<file path="src/rtl/store_capture_display_pkg.sv">
// Shared types for the store capture/display block.
// Entry layout, display FSM states and nibble helper.
package store_capture_pkg;

    typedef struct packed {
        logic [15:0] adr;
        logic [31:0] data;
    } store_entry_t;

    typedef enum logic [1:0] {
        IDLE,
        SHOW,
        LINGER
    } disp_state_t;

    localparam int ENTRY_W = $bits(store_entry_t);

    // 0-3 pick write_data nibbles, 4-7 pick address nibbles
    function automatic logic [3:0] pick_nibble(
        input store_entry_t e,
        input logic [2:0]   sel
    );
        logic [3:0] r;
        r = '0;
        unique case (1'b1)
            sel[2]:  r = e.adr[{sel[1:0], 2'b00} +: 4];
            !sel[2]: r = e.data[{sel[1:0], 2'b00} +: 4];
        endcase
        return r;
    endfunction

    // Unsigned window test done by borrow bits so it stays
    // meaningful for any lo/hi, including the full range.
    function automatic logic in_window(
        input logic [31:0] a,
        input logic [31:0] lo,
        input logic [31:0] hi
    );
        logic [32:0] dl;
        logic [32:0] dh;
        dl = {1'b0, a} - {1'b0, lo};
        dh = {1'b0, hi} - {1'b0, a};
        return ~dl[32] & ~dh[32];
    endfunction

endpackage

</file>
<file path="src/rtl/store_capture_display_if.sv">
// CPU data-memory store bus as seen by the snooper.
// The core drives it; the capture block only listens.
interface store_capture_display_if;
    logic        mem_write;
    logic [31:0] data_adr;
    logic [31:0] write_data;

    modport master (
        output mem_write,
        output data_adr,
        output write_data
    );

    modport slave (
        input mem_write,
        input data_adr,
        input write_data
    );
endinterface

</file>
<file path="src/rtl/store_capture_display_fifo.sv">
// Small synchronous FIFO with registered count.
// Push when full is accepted only alongside a pop.
module sync_fifo #(
    parameter int WIDTH = 8,
    parameter int DEPTH = 8
) (
    input  logic                       clk,
    input  logic                       rst,
    input  logic                       push,
    input  logic                       pop,
    input  logic                       clr,
    input  logic [WIDTH-1:0]           din,
    output logic [WIDTH-1:0]           dout,
    output logic [$clog2(DEPTH+1)-1:0] count,
    output logic                       full,
    output logic                       empty
);
    localparam int AW = $clog2(DEPTH);
    localparam int CW = $clog2(DEPTH+1);

    logic [WIDTH-1:0] mem [DEPTH];
    logic [AW-1:0]    wr_ptr;
    logic [AW-1:0]    rd_ptr;
    logic             do_push;
    logic             do_pop;

    assign full    = (count == CW'(DEPTH));
    assign empty   = (count == '0);
    assign do_pop  = pop && !clr && !empty;
    assign do_push = push && !clr && (!full || do_pop);
    assign dout    = mem[rd_ptr];

    // storage array, no reset needed
    always_ff @(posedge clk) begin
        if (do_push) mem[wr_ptr] <= din;
    end

    // pointers wrap modulo DEPTH; count kept alongside
    always_ff @(posedge clk or negedge rst) begin
        if (!rst) begin
            wr_ptr <= '0;
            rd_ptr <= '0;
            count  <= '0;
        end else if (clr) begin
            wr_ptr <= '0;
            rd_ptr <= '0;
            count  <= '0;
        end else begin
            if (do_push) wr_ptr <= wr_ptr + 1'b1;
            if (do_pop)  rd_ptr <= rd_ptr + 1'b1;
            unique case ({do_push, do_pop})
                2'b10:   count <= count + 1'b1;
                2'b01:   count <= count - 1'b1;
                default: count <= count;
            endcase
        end
    end
endmodule

</file>
<file path="src/rtl/store_capture_display.sv">
// Snoops CPU stores in an address window, queues them and
// shows one at a time for a hold period on the 7-seg display.
module store_capture_display
    import store_capture_pkg::*;
#(
    parameter int          DEPTH       = 8,
    parameter int          HOLD_CYCLES = 25_000_000,
    parameter logic [31:0] ADDR_LO     = 32'h0,
    parameter logic [31:0] ADDR_HI     = 32'hFFFF_FFFF
) (
    input  logic                       clk,
    input  logic                       rst,
    store_capture_display_if.slave     bus,
    input  logic                       step,
    input  logic                       clr,
    input  logic [2:0]                 digit_sel,
    output logic [3:0]                 nibble,
    output logic [15:0]                disp_adr,
    output logic [31:0]                disp_data,
    output logic                       disp_valid,
    output logic                       disp_stale,
    output logic [$clog2(DEPTH+1)-1:0] fifo_count,
    output logic                       overflow
);
    localparam int HW = $clog2(HOLD_CYCLES);

    disp_state_t  state;
    store_entry_t disp;
    store_entry_t din;
    logic [ENTRY_W-1:0] dout_raw;
    store_entry_t head;
    logic [HW-1:0] hold_cnt;
    logic          qualify;
    logic          expired;
    logic          advance;
    logic          load;
    logic          full;
    logic          empty;

    assign qualify = bus.mem_write
                   && in_window(bus.data_adr, ADDR_LO, ADDR_HI);
    assign din     = '{adr: bus.data_adr[15:0], data: bus.write_data};
    assign head    = store_entry_t'(dout_raw);
    assign expired = (hold_cnt == HW'(HOLD_CYCLES - 1));
    assign advance = step || expired;

    // pop only from registered, non-empty count
    always_comb begin
        load = 1'b0;
        if (!clr && !empty) begin
            unique case (state)
                IDLE:    load = 1'b1;
                SHOW:    load = advance;
                LINGER:  load = 1'b1;
                default: load = 1'b0;
            endcase
        end
    end

    sync_fifo #(
        .WIDTH (ENTRY_W),
        .DEPTH (DEPTH)
    ) u_fifo (
        .clk   (clk),
        .rst   (rst),
        .push  (qualify),
        .pop   (load),
        .clr   (clr),
        .din   (din),
        .dout  (dout_raw),
        .count (fifo_count),
        .full  (full),
        .empty (empty)
    );

    // display FSM, hold counter and sticky overflow
    always_ff @(posedge clk or negedge rst) begin
        if (!rst) begin
            state      <= IDLE;
            disp       <= '0;
            hold_cnt   <= '0;
            disp_valid <= 1'b0;
            disp_stale <= 1'b0;
            overflow   <= 1'b0;
        end else if (clr) begin
            state      <= IDLE;
            disp       <= '0;
            hold_cnt   <= '0;
            disp_valid <= 1'b0;
            disp_stale <= 1'b0;
            overflow   <= 1'b0;
        end else begin
            if (qualify && full && !load) overflow <= 1'b1;
            unique case (state)
                IDLE: begin
                    if (load) begin
                        disp       <= head;
                        hold_cnt   <= '0;
                        disp_valid <= 1'b1;
                        state      <= SHOW;
                    end
                end
                SHOW: begin
                    if (advance) begin
                        if (load) begin
                            disp     <= head;
                            hold_cnt <= '0;
                        end else begin
                            disp_stale <= 1'b1;
                            state      <= LINGER;
                        end
                    end else begin
                        hold_cnt <= hold_cnt + 1'b1;
                    end
                end
                LINGER: begin
                    if (load) begin
                        disp       <= head;
                        hold_cnt   <= '0;
                        disp_stale <= 1'b0;
                        state      <= SHOW;
                    end
                end
                default: state <= IDLE;
            endcase
        end
    end

    assign disp_adr  = disp.adr;
    assign disp_data = disp.data;
    assign nibble    = pick_nibble(disp, digit_sel);
endmodule

</file>
<file path="src/flat_wrapper.sv">
// flat-port wrapper written by rule: the top's interface ports become plain ports
module store_capture_display_flat import store_capture_pkg::*;
#(
    parameter int          DEPTH       = 8,
    parameter int          HOLD_CYCLES = 25_000_000,
    parameter logic [31:0] ADDR_LO     = 32'h0,
    parameter logic [31:0] ADDR_HI     = 32'hFFFF_FFFF
)
  (clk, rst, step, clr, digit_sel, nibble, disp_adr, disp_data, disp_valid, disp_stale, fifo_count, overflow, bus_mem_write, bus_data_adr, bus_write_data);
  store_capture_display_if bus_i ();
  input  logic clk;
  input  logic rst;
  input  logic step;
  input  logic clr;
  input  logic [2:0] digit_sel;
  output logic [3:0] nibble;
  output logic [15:0] disp_adr;
  output logic [31:0] disp_data;
  output logic disp_valid;
  output logic disp_stale;
  output logic [$clog2(DEPTH+1)-1:0] fifo_count;
  output logic overflow;
  input wire logic [$bits(bus_i.mem_write)-1:0] bus_mem_write;
  input wire logic [$bits(bus_i.data_adr)-1:0] bus_data_adr;
  input wire logic [$bits(bus_i.write_data)-1:0] bus_write_data;
  assign bus_i.mem_write = bus_mem_write;
  assign bus_i.data_adr = bus_data_adr;
  assign bus_i.write_data = bus_write_data;
  store_capture_display #(.DEPTH(DEPTH), .HOLD_CYCLES(HOLD_CYCLES), .ADDR_LO(ADDR_LO), .ADDR_HI(ADDR_HI)) u_core (.clk(clk), .rst(rst), .bus(bus_i), .step(step), .clr(clr), .digit_sel(digit_sel), .nibble(nibble), .disp_adr(disp_adr), .disp_data(disp_data), .disp_valid(disp_valid), .disp_stale(disp_stale), .fifo_count(fifo_count), .overflow(overflow));
endmodule
</file>
<file path="config.mk">
export PLATFORM = sky130hd
export DESIGN_NAME = store_capture_display_flat
export DESIGN_NICKNAME = d
export VERILOG_FILES = /design/src/rtl/store_capture_display_pkg.sv /design/src/rtl/store_capture_display_if.sv /design/src/rtl/store_capture_display_fifo.sv /design/src/rtl/store_capture_display.sv /design/src/flat_wrapper.sv
export SDC_FILE = /design/constraint.sdc
export NUM_CORES = 1
export LEC_CHECK = 0
export BUFFER_PORTS_ARGS = -buffer_cell sky130_fd_sc_hd__buf_2
export CAP_MARGIN = 0
export CORE_ASPECT_RATIO = 0.6
export CORE_MARGIN = 3
export CORE_UTILIZATION = 58
export CTS_BUF_LIST = sky130_fd_sc_hd__clkbuf_16
export CTS_CLUSTER_DIAMETER = 120
export CTS_CLUSTER_SIZE = 16
export DETAILED_ROUTE_END_ITERATION = 10
export PLACE_DENSITY = 0.77
export SLEW_MARGIN = 25
export SYNTH_ARGS = -nofsm -noshare
export SYNTH_HDL_FRONTEND = slang
export SYNTH_SLANG_ARGS = --single-unit
</file>
<file path="constraint.sdc">
create_clock -name clk -period 18.7 [get_ports clk]
set_input_delay 2.805 -clock clk [delete_from_list [all_inputs] [get_ports clk]]
set_output_delay 2.805 -clock clk [all_outputs]
set_load 0.005 [all_outputs]
</file>
==> results.toml <==
[sta]
tns_ns = 0
drv_slew = 0
min_period_ns = 6.77
fin_skew_ns = 0.0319
finalHoldViolCount = 0
worstMarginPinSlew_ns = 1.11
slew_headroom = 0.255
rsz0062_at_grt = "false"
finalCritPeriodShare = 0.362
setup_viol = 0
fmax_ghz = 0.148
hold_slack_ns = 0.498

[placed_design]
port_buffers = 114
dp_hpwl_um = 23400
place_congestion = 0.899
placed_cells = 1505

[min_path]
min_path_cells = 2
hold_path_end = "u_core.disp_valid"
min_from = "u_core.disp_valid"
hp-class = "flop to flop"

[synth]
yosysUniqueCellTypes = 53
synth_edf_count = 384
netlist_instances = 1019
ys_seq_area_frac = 0.730
synth_seq_cells = 472
avgSynthCellArea_um2 = 18.5
synth_ff_type = "edfxtp_1"
synth_area_um2 = 18800
syn-num-nets = 1097
synthArstFlopShare = 0.186
ys_warn_count = 0

[setup_path]
required_ns = 15.89
rrSetupSlack_ns = 14.61
critPathMaxFanout = 8
critPathCaptureType = "primary output"
r2r.worst_path.cells = 7
rr_startpoint = "u_core.hold_cnt[8]"
startpoint_type = "input port"
crit_type = "input port to primary output"
arrival_ns = 3.96
reg2reg_to = "u_core.u_fifo.mem[4][24]"
crit_path_start = "digit_sel[2]"

[routing]
drc = 0
drt_iter0_markers = 1182
via_per_inst = 6.45
totalWireLength_um = 41200
vias = 10147
wl_per_cell_um = 26.2
first_pass_iters = 5
ant_nets = 0

[clock_network]
cts_setup_buffers = 0
clkLatencyLatePin_ns = 0.54
clockRootBuffer = "clkbuf_16"
clock-sinks = 472
path_clk_slew_ns = 0.07
holdBufCountCts = 0
h-tree-depth = 2
cts_buffer_depth = 3
cts_buffers = 35
ctsResizeCount = 0
cts_tree = "yes"

[global_routing]
grt_max_degree = 75
antenna_found_initial = 6
met1_usage = 0.361
grtUsageTotal = 0.240
met3_usage = 0.0566
grt_pass1_wl_um = 62700
grt_pass1_vias = 10110
grt_overflow = 0
grt_busiest_layer = "met2"
use_met2 = 0.363

[floorplanning]
die_area_um2 = 34700
die_y_um = 146
coreArea_um2 = 31600
num_rows = 50
start_util = 0.596
io_pins = 131
die_w_um = 239

[pwr]
swShare = 0.294
power_switching_w = 0.000768
p_seq_frac = 0.505
p_leak_nw = 7.11
p_clk_frac = 0.268
pwr-share-comb = 0.227
ir_drop_uv = 93.7
p_int_w = 0.00184
powerDensity_nw_per_um2 = 125

[finish]
final_cell_mix = "384 x edfxtp_1, 113 x buf_2, 104 x mux4_2, 85 x dfrtp_1, 73 x nor2_1"
final_nets = 1205
nFillCells = 2054
layout.cells.non_filler = 1572
drive_gt1_frac = 0.262
mostFrequentLayoutCell = "edfxtp_1"
syn_to_final_growth_pct = 11.1

[job]
cap_violations = 0

[outcome]
outcome = "completed"
per-stage QoR:
step | instance area, µm² | power, W | util | setup slack (ns)
after detailed placement | 19800 | 0.00193 | 0.628 | 11.93
final | 20900 | 0.00261 | 0.662 | 11.93
after global placement | 19800 | 0.00192 | 0.628 | 11.93
after global routing | 20900 | 0.00273 | 0.662 | 11.86
after CTS | 20900 | 0.00263 | 0.661 | 11.93
after floorplan | 18800 | 0.00171 | - | 9.89
Yosys cell counts (2+ instances only):
cell / count / area share
a31oi_1: 15 / 0.0050
nor2b_1: 4 / 0.0013
dfrtp_1: 88 / 0.12
nor2_1: 74 / 0.015
o21ai_0: 13 / 0.0035
mux4_2: 104 / 0.12
and3_1: 6 / 0.0020
o21ai_1: 2 / 0.00053
mux2i_1: 49 / 0.026
nand4_1: 6 / 0.0020
nor3_1: 13 / 0.0035
ha_1: 5 / 0.0033
and4_1: 3 / 0.0014
edfxtp_1: 384 / 0.61
xor2_1: 3 / 0.0014
a21oi_1: 19 / 0.0051
o22a_1: 2 / 0.00093
nand2b_1: 7 / 0.0023
o31ai_1: 4 / 0.0016
o32ai_1: 2 / 0.00093
and2_1: 2 / 0.00066
buf_1: 7 / 0.0014
or2_2: 5 / 0.0017
nand2_1: 27 / 0.0054
a21o_1: 4 / 0.0016
inv_1: 7 / 0.0014
buf_2: 20 / 0.0053
nor4_1: 7 / 0.0023
nand3_1: 13 / 0.0035
or3_1: 3 / 0.0010
xnor2_1: 2 / 0.00093
mux2_2: 7 / 0.0042
nand3b_1: 4 / 0.0016
clkbuf_1: 32 / 0.0064
a22o_1: 5 / 0.0023
a211oi_1: 52 / 0.021
a32o_1: 3 / 0.0016
sequential cells by signal, indices dropped and copies added (netlist names), 2 cells and up:
name	count
u_core.u_fifo.mem	384
u_core.disp_data	32
u_core.hold_cnt	25
u_core.disp_adr	16
u_core.u_fifo.count	4
u_core.u_fifo.rd_ptr	3
u_core.u_fifo.wr_ptr	3
u_core.state	2
cell type report:
cell class              count  area [µm²]  area share
flip-flops and latches    472       13700       0.657
multi-input cells         480        4860       0.232
diodes                      2        5.00    0.000239
inverters                   7        26.3     0.00126
clock inverters            28         128     0.00610
well taps                 416         520      0.0249
repair buffers            131         724      0.0346
clock buffers              36         901      0.0431
power groups by stage:
stage               combinational, W  sequential (W)  clock (W)
CTS                         0.000596         0.00132   0.000715
finish                      0.000593         0.00132   0.000701
floorplan                   0.000433         0.00128          0
detailed placement          0.000594         0.00134          0
global placement            0.000580         0.00134          0
global route                0.000649         0.00133   0.000754
worst max path at each step:
stage	end	slack [ns]	cells past startpoint
CTS	nibble[2]	11.93	4
floorplan	u_core.u_fifo.mem[0][0]	9.89	5
global placement	nibble[1]	11.93	4
global route	nibble[2]	11.86	4
finish	nibble[1]	11.93	4
detailed placement	nibble[0]	11.93	4
critical path, stage by stage:
cell and delay (ns):
buf_2 0.23, mux4_2 0.53, mux2_2 0.26, buf_2 0.13
logic make-up (layout without fill, tap and decap cells):
| logic type | after synthesis | count (layout) | share of synthesized area |
|---|---|---|---|
| flip-flops | 472 | 472 | 0.730 |
| AND/OR/NAND/NOR | 181 | 181 | 0.0474 |
| multiplexers | 160 | 160 | 0.155 |
| AO/OA/AOI/OAI | 128 | 128 | 0.0467 |
| buffers and inverters | 67 | 202 | 0.0148 |
| adder cells (fa/ha/maj) | 6 | 6 | 0.00439 |
| XOR/XNOR | 5 | 5 | 0.00233 |
| other | 0 | 2 | 0 |
per-layer routing:
| layer | routed length (µm) | share of wire |
|---|---|---|
| met1 | 17800 | 0.43 |
| met2 | 19100 | 0.46 |
| met3 | 3540 | 0.086 |
| met4 | 796 | 0.019 |
| met5 | 34 | 0.00082 |
Power figures use the tool's default switching activity.
